**config.mk**
```make
export PLATFORM = sky130hd
export DESIGN_NAME = core_sequencer
export DESIGN_NICKNAME = d
export VERILOG_FILES = /design/src/rtl/core_pkg.sv /design/src/rtl/core_sequencer.sv
export SDC_FILE = /design/constraint.sdc
export NUM_CORES = 1
export LEC_CHECK = 0
export ABC_CLOCK_PERIOD_IN_PS = 3100
export BUFFER_PORTS_ARGS = -buffer_cell sky130_fd_sc_hd__buf_4
export CAP_MARGIN = 20
export CORE_MARGIN = 8
export CORE_UTILIZATION = 40
export DETAILED_ROUTE_END_ITERATION = 10
export GPL_TIMING_DRIVEN = 0
export PLACE_DENSITY_LB_ADDON = 0.05
export SYNTH_ARGS = -nofsm -noshare
export SYNTH_HDL_FRONTEND = slang
export SYNTH_SLANG_ARGS = --single-unit
```
**constraint.sdc**
```tcl
create_clock -name clk -period 3.1 [get_ports clk]
set_clock_uncertainty 0.2 [all_clocks]
set_input_delay 0.465 -clock clk [delete_from_list [all_inputs] [get_ports clk]]
set_output_delay 0.465 -clock clk [all_outputs]
set_load 0.005 [all_outputs]
```
**src/rtl/core_pkg.sv**
```systemverilog
// Shared definitions for the core sequencer: FSM state encoding and the
// ALU op codes that route an instruction through the multi-cycle MUL/DIV unit.
package core_pkg;

  typedef enum logic [2:0] {
    ST_FETCH   = 3'd0,
    ST_DECODE  = 3'd1,
    ST_EXEC    = 3'd2,
    ST_MD_WAIT = 3'd3,
    ST_MEM     = 3'd4,
    ST_WB      = 3'd5
  } state_t;

  localparam logic [3:0] ALU_MUL = 4'b1100;
  localparam logic [3:0] ALU_DIV = 4'b1101;

  function automatic logic is_muldiv(input logic [3:0] op);
    return (op == ALU_MUL) || (op == ALU_DIV);
  endfunction

endpackage

```
**src/rtl/core_sequencer.sv**
```systemverilog
// Multi-cycle instruction sequencer: fetch, decode, execute, optional MUL/DIV
// wait or data memory access, then write-back with retired-instruction count.
module core_sequencer
  import core_pkg::*;
(
  input  logic        clk,
  input  logic        rst,
  output logic        imem_req,
  input  logic        imem_ack,
  output logic        ir_we,
  input  logic        dec_reg_write,
  input  logic        dec_mem_read,
  input  logic        dec_mem_write,
  input  logic        dec_is_branch,
  input  logic [3:0]  dec_alu_ops,
  input  logic        branch_taken,
  output logic        md_start,
  input  logic        md_done,
  output logic        dmem_req,
  output logic        dmem_we,
  input  logic        dmem_ack,
  output logic        rf_we,
  output logic        pc_we,
  output logic        pc_sel,
  output logic [2:0]  state_o,
  output logic [31:0] instret
);

  state_t      state_reg;
  logic [31:0] instret_reg;

  always_ff @(posedge clk) begin
    if (rst) begin
      state_reg   <= ST_FETCH;
      instret_reg <= '0;
    end else begin
      case (state_reg)
        ST_FETCH: begin
          if (imem_ack) state_reg <= ST_DECODE;
        end
        ST_DECODE: begin
          state_reg <= ST_EXEC;
        end
        ST_EXEC: begin
          // A branch never launches MUL/DIV, whatever its ALU field says.
          if (is_muldiv(dec_alu_ops) && !dec_is_branch)
            state_reg <= ST_MD_WAIT;
          else if (dec_mem_read || dec_mem_write)
            state_reg <= ST_MEM;
          else
            state_reg <= ST_WB;
        end
        ST_MD_WAIT: begin
          if (md_done) state_reg <= ST_WB;
        end
        ST_MEM: begin
          if (dmem_ack) state_reg <= ST_WB;
        end
        ST_WB: begin
          state_reg   <= ST_FETCH;
          instret_reg <= instret_reg + 32'd1;
        end
        default: begin
          state_reg <= ST_FETCH;
        end
      endcase
    end
  end

  // Outputs decode the current state; reset masks them so nothing leaks while rst is high.
  always_comb begin
    imem_req = 1'b0;
    ir_we    = 1'b0;
    md_start = 1'b0;
    dmem_req = 1'b0;
    dmem_we  = 1'b0;
    rf_we    = 1'b0;
    pc_we    = 1'b0;
    pc_sel   = 1'b0;
    if (!rst) begin
      case (state_reg)
        ST_FETCH: begin
          imem_req = 1'b1;
          ir_we    = imem_ack;
        end
        ST_EXEC: begin
          md_start = is_muldiv(dec_alu_ops) && !dec_is_branch;
        end
        ST_MEM: begin
          dmem_req = 1'b1;
          dmem_we  = dec_mem_write;
        end
        ST_WB: begin
          pc_we  = 1'b1;
          rf_we  = dec_reg_write && !dec_mem_write && !dec_is_branch;
          pc_sel = dec_is_branch && branch_taken;
        end
        default: begin
        end
      endcase
    end
  end

  assign state_o = state_reg;
  assign instret = instret_reg;

endmodule

```
; ---- After elaboration in Yosys (flattened, before gate mapping)
; Cells that the tools add are included.
[classes]
n_eq_ne = 10
mux = 22
n_reduce_logical = 10
add_sub_neg = 1
[op_table]
columns = op, n
row1 = $add A32 B1 Y32 const B, 1
row2 = $mux W1, 17
row3 = $pmux W3 S5, 1
row4 = $mux W3, 4
row5 = $eq A4 B4 Y1 const B, 2
row6 = $eq A3 B2 Y1 const B, 2
row7 = $eq A3 B3 Y1 const B, 2
row8 = $ne A2 B2 Y1 const B, 3
row9 = $logic_and A1 B1 Y1, 4
row10 = $eq A3 B1 Y1 const B, 1
row11 = $logic_not A3 Y1, 1
row12 = $reduce_and A3 Y1, 1
row13 = $logic_not A1 Y1, 2
row14 = $logic_or A1 B1 Y1, 2
[totals]
register_bits = 35
input_bits = 14

; ---- Depth between registers and ports, before layout
; Gate-level depths: netlist of run 1.
[depth]
depth_word = 5
depth_mapped = 7

; ---- Worst setup path after synthesis of run 1
; OpenSTA, ideal clock, no wires.
[synth_timing]
path_type = reg2reg
start = reg instret_reg[0], in the netlist instret[0]
end = reg instret_reg[26], in the netlist instret[26]
synth_period_minus_slack_ns = 2.256
path_slack_ns = 0.844
arrival_ns = 1.985
required_ns = 2.830
path_stages_with_launch = 8
path_buffers = 2
cell_sequence = dfxtp_1 ha_1 clkbuf_1 nand4_1 or4_1 buf_2 or4_1 a21oi_1
[synth_between]
elab_chain_len = 1
[synth_lines]
columns = item, line_no
row1 = start: declaration, core_sequencer.sv:30  ; logic [31:0] instret_reg;
row2 = start signal: assignment, core_sequencer.sv:61  ; instret_reg <= instret_reg + 32'd1;
row3 = $add A32 B1 Y32, core_sequencer.sv:61
; Every way passes these cells.
; A chain may end at the register's enable or synchronous reset.

; ---- Worst setup path after layout of run 1
[layout_timing]
start = reg instret_reg[0], in the netlist instret[0]
end = reg instret_reg[28], in the netlist instret[28]
; Same word-level chain as after synthesis.

==> results by group, run 1 <==
Run status
  • Status: finished, final reports clean

Synthesis
  • Sequential area share after synthesis: 0.385
  • Commonest cells post-synth: dfxtp_1 (35), nor2_1 (20), a21oi_1 (19), or4_1 (16), nand2_1 (14)
  • FFs w/ async S/R, synth: 0
  • Cell with the most instances after synthesis: dfxtp_1
  • Leading post-synthesis cells by cell area: dfxtp_1 (39%), or4_1 (6.6%), o31ai_1 (5.4%)
  • Post-Syn Nets: between 200 and 250
  • Post-synth cell types: 39
  • Post-synthesis cell area: 1820 µm²
  • Leading area contributor after synthesis: dfxtp_1
  • Post-synth EDFFs: 0
  • Post-synth top area share: 0.385
  • Mean Syn Cell Area: around 8.3 µm²
  • Top_reg_cell synth: dfxtp_1
  • Synth warnings: 0
  • Syn Inst Count: 219
  • FF+latch count, synth: 35

CTS
  • Root Buffer: clkbuf_8
  • CTS tree: built
  • Post-CTS Hold Buffers: 0
  • H-tree depth: 2
  • Clock Latency Late Sink: between 0.2 and 0.3 ns
  • CTS clk-pin slew, worst paths: roughly 0.080 ns
  • CTS sink count: 35
  • Clock buffer count from CTS: 5
  • Resize count post-CTS: 0
  • Worst-case clock buffer depth: 2
  • Setup bufs post-CTS: 0

Floorplanning
  • DIE WIDTH: 83.4 µm
  • Site Rows: 24
  • IO Count: 57
  • Die ar.: approximately 7000 µm²
  • Core Footprint: roughly 4400 µm²
  • Initial Utilization: 0.415
  • Die height: 83.4 µm

Global route
  • Initial antenna violation count: 0
  • Gr busiest metal: met2
  • Met2 Usage GRT: 0.224
  • Largest net degree at the start of global routing: 13
  • GR Layer Usage met1: 0.167
  • Gr ovfl total: 0
  • Number of global-route vias before repair: between 1500 and 2000
  • Grt met3 use: 0.0527
  • GRT Overall Usage: 0.138
  • First-pass GRT wire length: between 8 and 9 mm

Pwr
  • Total power: ~1.1 mW
  • Worst vdd ir: 0.296 mV
  • Sequential share of power: 0.440
  • Psw: approximately 230 µW
  • Combinational Power Share: 0.094
  • Clk pwr share: 0.465
  • Leakage: 0.949 nW
  • Sw frac: 0.219
  • Pwr Density: around 430 nW/µm²
  • Internal: around 830 µW

STA
  • Final setup vio count: 0
  • Hold slack: 0.279 ns
  • Fin. max-slew vios: 0
  • Setup TNS: 0 ns
  • Minimum clock period: 2.49 ns
  • Max Clock Freq: around 400 MHz
  • Final Cycle Share: 0.804
  • Worst setup margin: just over 0.6 ns
  • Least-Margin Pin Slew: ~0.55 ns
  • RSZ-0062 raised after global routing: false
  • Final hold violations: 0
  • Normalized max-slew margin: 0.635

Routing
  • Pre-antenna DRT Iters: 4
  • Vias per std cell: 5.56
  • Routed WL: between 4 and 5 mm
  • Routed Antenna Nets: 0
  • Vias: about 1900
  • Routed WL per cell: roughly 15 µm
  • # DRC: 0
  • Starting DRT DRC Count: 74

Finish
  • Largest register FFs: 32
  • Design Area, Final: roughly 2400 µm²
  • Area Growth Syn to Fin: 33.8%
  • Fin cells: around 330
  • Final nets: 296
  • N_diodes: 0
  • Post-layout util: 0.555
  • Share of post-route cells with drive strength above 1: 0.252

Min path
  • Hold Crit Class: in -> reg
  • Hold depth: 4
  • Worst Hold Endpoint: state_o[0]$_SDFFE_PP0P_
  • Min-delay src: md_done

Placement
  • Cell count after placement: between 300 and 400
  • Post-DP Area: 2300 µm²
  • DP Worst Slack: approximately 0.62 ns
  • GPL Wtd Cong: roughly 0.75
  • Hpwl dp: approximately 3.7 mm
  • PortBufs: 55

Worst setup path
  • CP Capture Type: flip-flop
  • CP peak stage delay: between 0.4 and 0.5 ns
  • Top delay family on crit path: simple AND/OR/NAND/NOR gates
  • Setup slack, reg-to-reg: just over 0.6 ns
  • Crit Path Max Fanout: 9
  • Setup Crit Path Kind: reg -> reg
  • R2R depth: 7
  • Worst path bufs/invs: 2
  • Critical path cell sequence: ha_1, clkbuf_1, nand4_1, or4_1, buf_2, or4_1, a21oi_1
  • Crit path DAT: ~2.5 ns
  • WP data required: 3.11 ns
  • Worst R2R Start: instret[0]$_SDFFE_PP0N_
  • Critical path startpoint category: flip-flop
  • Critical-path top delay cell: or4_1
  • Worst R2R End: instret[28]$_SDFFE_PP0N_
  • Worst path most repeated cell: or4_1

Flow run
  • Max Cap Viol: 0
[cells in the final DEF (no fill, tap or decap), types with 2 or more instances in the layout]
| master | Yosys | layout |
|---|---|---|
| xnor2_1 | 4 | 4 |
| dfxtp_1 | 35 | 35 |
| nor2b_1 | 3 | 3 |
| nor4_1 | 5 | 5 |
| or4_1 | 16 | 16 |
| buf_4 | 0 | 55 |
| nand4_1 | 12 | 12 |
| nand2_1 | 14 | 14 |
| o21ai_0 | 6 | 6 |
| xor2_1 | 8 | 8 |
| buf_2 | 3 | 3 |
| a21oi_1 | 19 | 19 |
| bufinv_16 | 0 | 2 |
| and3_1 | 4 | 4 |
| nand3_1 | 8 | 8 |
| and4_1 | 3 | 3 |
| clkbuf_8 | 0 | 5 |
| and2_1 | 4 | 4 |
| clkbuf_1 | 7 | 7 |
| buf_1 | 2 | 2 |
| nor2_1 | 20 | 20 |
| o31ai_1 | 13 | 13 |
| or3_1 | 5 | 5 |
| inv_1 | 7 | 7 |
| nor3_1 | 4 | 4 |
[power groups by stage]
stage	Clock, mW	Sequential [mW]	Combinational [mW]
global route	0.523	0.467	0.109
floorplan	0	0.475	0.0548
detailed placement	0	0.476	0.101
global placement	0	0.476	0.101
CTS	0.502	0.466	0.101
finish	0.492	0.465	0.0999
[tightest hold or removal path, cell delays in order]
cell and delay [ns]:
buf_4 0.09, nor2b_1 0.05, nand2_1 0.06, a21oi_1 0.05
[area by class of cell]
| class | count | area [µm²] |
|---|---|---|
| inverters | 7 | 26.3 |
| repair buffers | 55 | 413 |
| clock buffers | 5 | 68.8 |
| clock inverters | 3 | 67.6 |
| fillers | 436 | 1950 |
| flip-flops and latches | 35 | 701 |
| multi-input cells | 164 | 1030 |
| plain buffers | 13 | 60.1 |
| well taps | 52 | 65.1 |
[layer usage]
| metal | up-vias | part of all wire |
|---|---|---|
| li1 | 948 | - |
| met5 | - | 0 |
| met1 | 867 | 0.46 |
| met3 | 5 | 0.056 |
| met2 | 36 | 0.47 |
| met4 | 0 | 0.0097 |
[how the worst max path moves through the flow]
stage,to,slack (ns),cells after the start,startpoint
floorplan,instret[26]$_SDFFE_PP0N_,0.84,7,instret[0]$_SDFFE_PP0N_
global placement,instret[28]$_SDFFE_PP0N_,0.62,7,instret[0]$_SDFFE_PP0N_
detailed placement,instret[31]$_SDFFE_PP0N_,0.62,4,instret[7]$_SDFFE_PP0N_
CTS,instret[28]$_SDFFE_PP0N_,0.59,7,instret[0]$_SDFFE_PP0N_
global route,instret[28]$_SDFFE_PP0N_,0.36,7,instret[0]$_SDFFE_PP0N_
finish,instret[28]$_SDFFE_PP0N_,0.61,7,instret[0]$_SDFFE_PP0N_
[cells by family (layout without fill, tap and decap cells)]
logic type / Yosys count / count (layout) / share of synthesized area
xor gates and xnor gates: 12 / 12 / 0.0578
adders and majority gates: 1 / 1 / 0.00688
buffers and inverters: 20 / 83 / 0.0475
muxes: 2 / 2 / 0.0117
AOI/OAI and AO/OA: 43 / 43 / 0.144
DFF: 35 / 35 / 0.385
and+or+nand+nor: 106 / 106 / 0.347
(Power assumes the default switching activity.)
==> run 2: changes to the inputs <==
Settings changed: ABC_CLOCK_PERIOD_IN_PS 3100 to 2100.
Clock period 3.1 ns to 2.1 ns, I/O delays scaled along.
==> run 2 against run 1 <==
Compared with the run above: the flow now finishes with violations (negative setup slack); non-clock buffer count rose by 13; worst setup slack got worse by 0.71 ns; routed wire length rose by 11%; count of clock-buffer cells in the layout is 3 higher; core utilization increased by 7.1 points; clock power up 11%; critical path depth is 1 lower; via count increased by 4.5%; largest cell class unchanged.
==> results by group, run 2 (synthesis results as in run 1) <==
Floorplanning
  • Die ar.: 6960 µm² (unchanged)
  • Initial Utilization: 0.415 (unchanged)
  • Die height: 83.4 µm (unchanged)
  • Core Footprint: 4380 µm² (unchanged)
  • IO Count: 57 (unchanged)
  • DIE WIDTH: 83.4 µm (unchanged)
  • Site Rows: 24 (unchanged)

Routing
  • # DRC: 0 (unchanged)
  • Routed Antenna Nets: 0 (unchanged)
  • Routed WL: 5.48 mm (+11%)
  • Vias: 1940 (+4.5%)
  • Routed WL per cell: 15.8 µm (+6.4%)
  • Pre-antenna DRT Iters: 4 (unchanged)
  • Vias per std cell: 5.59 (+0.61%)
  • Starting DRT DRC Count: 82 (+11%)

CTS
  • CTS tree: built
  • H-tree depth: 2 (unchanged)
  • Clock Latency Late Sink: 0.29 ns (about the same)
  • Post-CTS Hold Buffers: 0 (unchanged)
  • CTS sink count: 35 (unchanged)
  • CTS clk-pin slew, worst paths: 0.07 ns (about the same)
  • Root Buffer: clkbuf_8
  • Worst-case clock buffer depth: 2 (unchanged)
  • Clock buffer count from CTS: 5 (unchanged)

STA
  • RSZ-0062 raised after global routing: true
  • Minimum clock period: 2.20 ns (-0.292 ns)
  • Least-Margin Pin Slew: 0.601 ns (+0.0539 ns)
  • Max Clock Freq: 454 MHz (+13%)
  • Setup TNS: -0.519 ns (-0.519 ns)
  • Hold slack: 0.144 ns (-0.135 ns)
  • Normalized max-slew margin: 0.599 (-0.0359)
  • Final hold violations: 0 (unchanged)
  • Fin. max-slew vios: 0 (unchanged)
  • Final setup vio count: 8 (+8)
  • Final Cycle Share: 1.05 (+0.244)
  • Worst setup margin: -0.101 ns (-0.708 ns)

Global route
  • Gr ovfl total: 0 (unchanged)
  • Initial antenna violation count: 0 (unchanged)
  • Grt met3 use: 0.0449 (-0.00781)
  • Gr busiest metal: met2
  • First-pass GRT wire length: 8.77 mm (+7.0%)
  • GRT Overall Usage: 0.147 (+0.00832)
  • Largest net degree at the start of global routing: 11 (-2)
  • Met2 Usage GRT: 0.239 (+0.0149)
  • GR Layer Usage met1: 0.182 (+0.0144)
  • Number of global-route vias before repair: 1859 (+8.5%)

Finish
  • Design Area, Final: 2750 µm² (+13%)
  • Area Growth Syn to Fin: 50.9%
  • Fill count: 403 (-7.6%)
  • Fin cells: 347 (+3.9%)
  • N_diodes: 0 (unchanged)
  • Most common cell after layout, fill and taps aside: buf_4
  • Largest register FFs: 32 (unchanged)
  • Final nets: 309 (+4.4%)
  • Share of post-route cells with drive strength above 1: 0.451 (+0.199)
  • Most frequent cells in the layout: buf_4 (68), nor2_1 (20), dfxtp_2 (16)

Run status
  • Status: finished with violations
  • Failing checks: negative setup slack

Placement
  • PortBufs: 55 (unchanged)
  • Cell count after placement: 326 (unchanged)
  • GPL Wtd Cong: 0.782 (+4.5%)
  • Hpwl dp: 3.67 mm (-1.4%)
  • Post-DP Area: 2340 µm² (+2.0%)

Pwr
  • Psw: 336 µW (+45%)
  • Sw frac: 0.243 (+0.0242)
  • Worst vdd ir: 0.299 mV (+1.0%)
  • Sequential share of power: 0.493 (+0.053)
  • Leakage: 1.09 nW (+15%)
  • Clk pwr share: 0.393 (-0.072)
  • Internal: 1.05 mW (+27%)
  • Combinational Power Share: 0.114 (+0.020)
  • Pwr Density: 504 nW/µm² (+16%)

Worst setup path
  • Critical path launch point: instret[8]$_SDFFE_PP0N_
  • Crit Path Max Fanout: 5 (-4)
  • CP Capture Type: flip-flop
  • WP data required: 2.12 ns (-0.99 ns)
  • Critical path startpoint category: flip-flop
  • Crit path DAT: 2.22 ns (-0.29 ns)
  • Worst R2R End: instret[29]$_SDFFE_PP0N_
  • R2R depth: 6 (-1)
  • Setup slack, reg-to-reg: -0.10 ns (-0.71 ns)
  • Worst R2R Start: instret[8]$_SDFFE_PP0N_
  • Setup Crit Path Kind: reg -> reg
  • Setup crit end: instret[29]$_SDFFE_PP0N_

Min path
  • Hold depth: 4 (unchanged)
  • Hold Crit Class: in -> reg

Flow run
  • Max Cap Viol: 0 (unchanged)
## run 2: cell count changes in the layout (fill, tap and decap cells not counted), moves of 5 or more
cell     previous run  this run
buf_4              55        68
o31ai_1            13         6
a21oi_1            19        14
dfxtp_2             0        16
or4_1              16         9
or4_4               1         8
a21oi_2             0         5
o31ai_2             0         6
dfxtp_1            35        13
dfxtp_4             0         6
## run 2: power by group through the flow
stage          Combinational [mW]  Clock, mW  Sequential [mW]
2_1_floorplan              0.0825          0            0.699
3_3_place_gp                0.148          0            0.702
3_5_place_dp                0.148          0            0.701
4_1_cts                     0.156      0.551            0.681
5_1_grt                     0.171      0.585            0.683
6_report                    0.157      0.544            0.682
## run 2: timing repair
item / CTS / global route
gates resized for setup: 31 / 34
setup endpoints to repair: 22 / 22
cloned: 1 / 1
buffers inserted: 11 / 2
pin swaps: 15 / 8
## run 2: worst min path at each step
stage,startpoint,endpoint,slack (ns)
after CTS,md_done,state_o[0]$_SDFFE_PP0P_,0.14
after detailed placement,instret[29]$_SDFFE_PP0N_,instret[29]$_SDFFE_PP0N_,0.29
after floorplan,instret[29]$_SDFFE_PP0N_,instret[29]$_SDFFE_PP0N_,0.28
final,md_done,state_o[0]$_SDFFE_PP0P_,0.14
after global routing,md_done,state_o[0]$_SDFFE_PP0P_,0.16
after global placement,instret[29]$_SDFFE_PP0N_,instret[29]$_SDFFE_PP0N_,0.29
## run 2: cell type report
class / count / area, µm² / area share
timing repair buffer: 70 / 551 / 0.201
multi-input combinational: 164 / 1170 / 0.427
tap: 52 / 65.1 / 0.0237
sequential: 35 / 743 / 0.271
buffer: 11 / 88.8 / 0.0324
inverter: 7 / 26.3 / 0.00957
clock buffer: 8 / 100 / 0.0365
## run 2: worst max-delay path, cell delays in order, from the launching register on
cell and delay [ns]:
dfxtp_2 0.34, nand4_1 0.18, buf_4 0.20, or4_4 0.45, buf_6 0.15, or4_1 0.49
a21oi_1 0.12
## run 2: metal layers
layer / up-vias / share of wire
met5: - / 0
met4: 0 / 0.010
li1: 965 / -
met1: 925 / 0.46
met3: 6 / 0.048
met2: 44 / 0.48
## run 2: per-stage QoR
stage / utilization / power [mW] / setup slack, ns
global placement: 0.535 / 0.850 / -0.313
CTS: 0.596 / 1.39 / -0.0600
global route: 0.626 / 1.44 / -0.169
detailed placement: 0.535 / 0.850 / -0.325
floorplan: - / 0.782 / -0.0308
finish: 0.626 / 1.38 / -0.101
==> run 3: changes to the inputs <==
Settings changed: CELL_PAD_IN_SITES_DETAIL_PLACEMENT from default to 1, CELL_PAD_IN_SITES_GLOBAL_PLACEMENT from default to 1, CORE_UTILIZATION 40 to 33.
==> run 3 against run 2 <==
Compared with the run above: sequential power fell by 0.7%; count of clock-buffer cells in the layout is 3 lower; highest routed layer unchanged; the run still ends with negative setup slack left; routed wire length increased by 9.0%; sequential share of layout area decreased by 0.23 points; via count grew 1.8%; register-to-register slack improved by 0.03 ns; first-iteration DRC count down 78%; cell count up 6.3%; sequential cell count is the same; die area increased by 17%; clock power grew 14%.
==> results by group, run 3 (synthesis results as in run 1) <==
Min path
  • Hold depth: 4 (unchanged)
  • Min-delay src: md_done
  • Hold Crit Class: in -> reg

Finish
  • Largest register FFs: 32 (unchanged)
  • Area Growth Syn to Fin: 54.3%
  • Share of post-route cells with drive strength above 1: 0.468 (+0.0172)
  • Fin cells: 369 (+6.3%)
  • Fill count: 658 (+63%)
  • Most frequent cells in the layout: buf_4 (69), nor2_1 (19), nand2_1 (13), a21oi_1 (13), dfxtp_1 (13)
  • Final nets: 311 (+0.65%)
  • Most common cell after layout, fill and taps aside: buf_4
  • N_diodes: 0 (unchanged)

STA
  • Minimum clock period: 2.17 ns (-0.0279 ns)
  • Final setup vio count: 7 (-1)
  • Fin. max-slew vios: 0 (unchanged)
  • Final hold violations: 0 (unchanged)
  • Final Cycle Share: 1.03 (-0.0133)
  • Max Clock Freq: 460 MHz (+1.3%)
  • Least-Margin Pin Slew: 0.696 ns (+0.0951 ns)
  • RSZ-0062 raised after global routing: true
  • Worst setup margin: -0.0726 ns (+0.0279 ns)
  • Normalized max-slew margin: 0.536 (-0.0634)

Worst setup path
  • Critical path launch point: instret[10]$_SDFFE_PP0N_
  • CP Capture Type: flip-flop
  • R2R depth: 6 (unchanged)
  • Crit path DAT: 2.19 ns (-0.03 ns)
  • WP data required: 2.12 ns (about the same)
  • Setup Crit Path Kind: reg -> reg
  • Critical path startpoint category: flip-flop
  • Worst R2R Start: instret[10]$_SDFFE_PP0N_
  • Crit Path Max Fanout: 7 (+2)

Run status
  • Failing checks: negative setup slack
  • Status: finished with violations

Floorplanning
  • Initial Utilization: 0.337 (-0.0784)
  • Site Rows: 27 (+13%)
  • Die ar.: 8150 µm² (+17%)
  • Core Footprint: 5410 µm² (+23%)
  • IO Count: 57 (unchanged)
  • DIE WIDTH: 90.3 µm (+8.2%)
  • Die height: 90.3 µm (+8.2%)

CTS
  • Post-CTS Hold Buffers: 0 (unchanged)
  • Root Buffer: clkbuf_8
  • Clock buffer count from CTS: 5 (unchanged)
  • CTS clk-pin slew, worst paths: 0.08 ns (about the same)
  • Clock Latency Late Sink: 0.29 ns (about the same)
  • Worst-case clock buffer depth: 2 (unchanged)
  • H-tree depth: 2 (unchanged)
  • CTS tree: built
  • CTS sink count: 35 (unchanged)

Routing
  • Routed WL per cell: 16.2 µm (+2.5%)
  • Routed Antenna Nets: 0 (unchanged)
  • Vias: 1974 (+1.8%)
  • Starting DRT DRC Count: 18 (-78%)
  • Vias per std cell: 5.35 (-4.3%)
  • Routed WL: 5.97 mm (+9.0%)
  • Pre-antenna DRT Iters: 4 (unchanged)
  • # DRC: 0 (unchanged)

Global route
  • Largest net degree at the start of global routing: 13 (+2)
  • First-pass GRT wire length: 10.3 mm (+17%)
  • Initial antenna violation count: 0 (unchanged)
  • GRT Overall Usage: 0.149 (+0.00253)
  • Number of global-route vias before repair: 2102 (+13%)
  • Gr ovfl total: 0 (unchanged)

Placement
  • Cell count after placement: 346 (+6.1%)
  • PortBufs: 55 (unchanged)
  • Hpwl dp: 4.20 mm (+15%)
  • GPL Wtd Cong: 0.747 (-4.6%)
  • DP Worst Slack: -0.292 ns (+0.0335 ns)

Flow run
  • Max Cap Viol: 0 (unchanged)

Pwr
  • Worst vdd ir: 0.294 mV (-1.9%)
  • Pwr Density: 520 nW/µm² (+3.3%)
  • Leakage: 1.11 nW (+1.2%)
## run 3: timing repair
action | in CTS | in global routing
pin swaps | 13 | 5
setup endpoints to repair | 22 | 20
resized for setup | 42 | 25
cloned | 1 | 0
setup buffers | 12 | 2
## run 3: worst paths after layout
check,to,slack [ns]
worst min-delay path,state_o[0]$_SDFFE_PP0P_,0.15
worst min register to register,instret[17]$_SDFFE_PP0N_,0.29
worst max register to register,instret[29]$_SDFFE_PP0N_,-0.07
worst max-delay path,instret[29]$_SDFFE_PP0N_,-0.07
## run 3: final cells by class
type / count / area (µm²) / area share
well taps: 72 / 90.1 / 0.0321
multi-input cells: 164 / 1180 / 0.421
clock buffers: 5 / 68.8 / 0.0245
plain buffers: 13 / 109 / 0.0388
inverters: 7 / 26.3 / 0.00936
clock inverters: 3 / 43.8 / 0.0156
repair buffers: 70 / 533 / 0.190
flip-flops and latches: 35 / 753 / 0.268
## run 3: stage by stage
step                      power, mW  utilization  setup TNS [ns]  cell area (µm²)  hold slack (ns)
after floorplan               0.782            -         -0.0616             1870            0.281
after global placement        0.854        0.438           -2.61             2370            0.288
after detailed placement      0.855        0.438           -2.77             2370            0.305
after CTS                      1.47        0.500          -0.338             2700            0.143
after global routing           1.53        0.519           -1.08             2810            0.157
final                          1.46        0.519          -0.375             2810            0.154
## run 3: worst max-delay path, cell delays in order (launching register included)
cell and delay, ns:
dfxtp_2 0.34, nand4_1 0.12, buf_6 0.15, or4_4 0.52
buf_6 0.15, or4_4 0.51, a21oi_2 0.12
## run 3: power by group
| group | leakage (nW) | switching (mW) | internal (mW) | total, mW |
|---|---|---|---|---|
| sequential | 0.296 | 0.0152 | 0.662 | 0.677 |
| combinational | 0.751 | 0.0816 | 0.0799 | 0.162 |
| clock | 0.0581 | 0.267 | 0.354 | 0.621 |
## run 3: per-layer routing
layer,global-route usage,part of all wire,vias to the layer above
li1,-,-,978
met1,0.178,0.46,962
met2,0.262,0.51,32
met3,0.0366,0.032,2
met4,0.0333,0.0044,0
met5,0,0,-
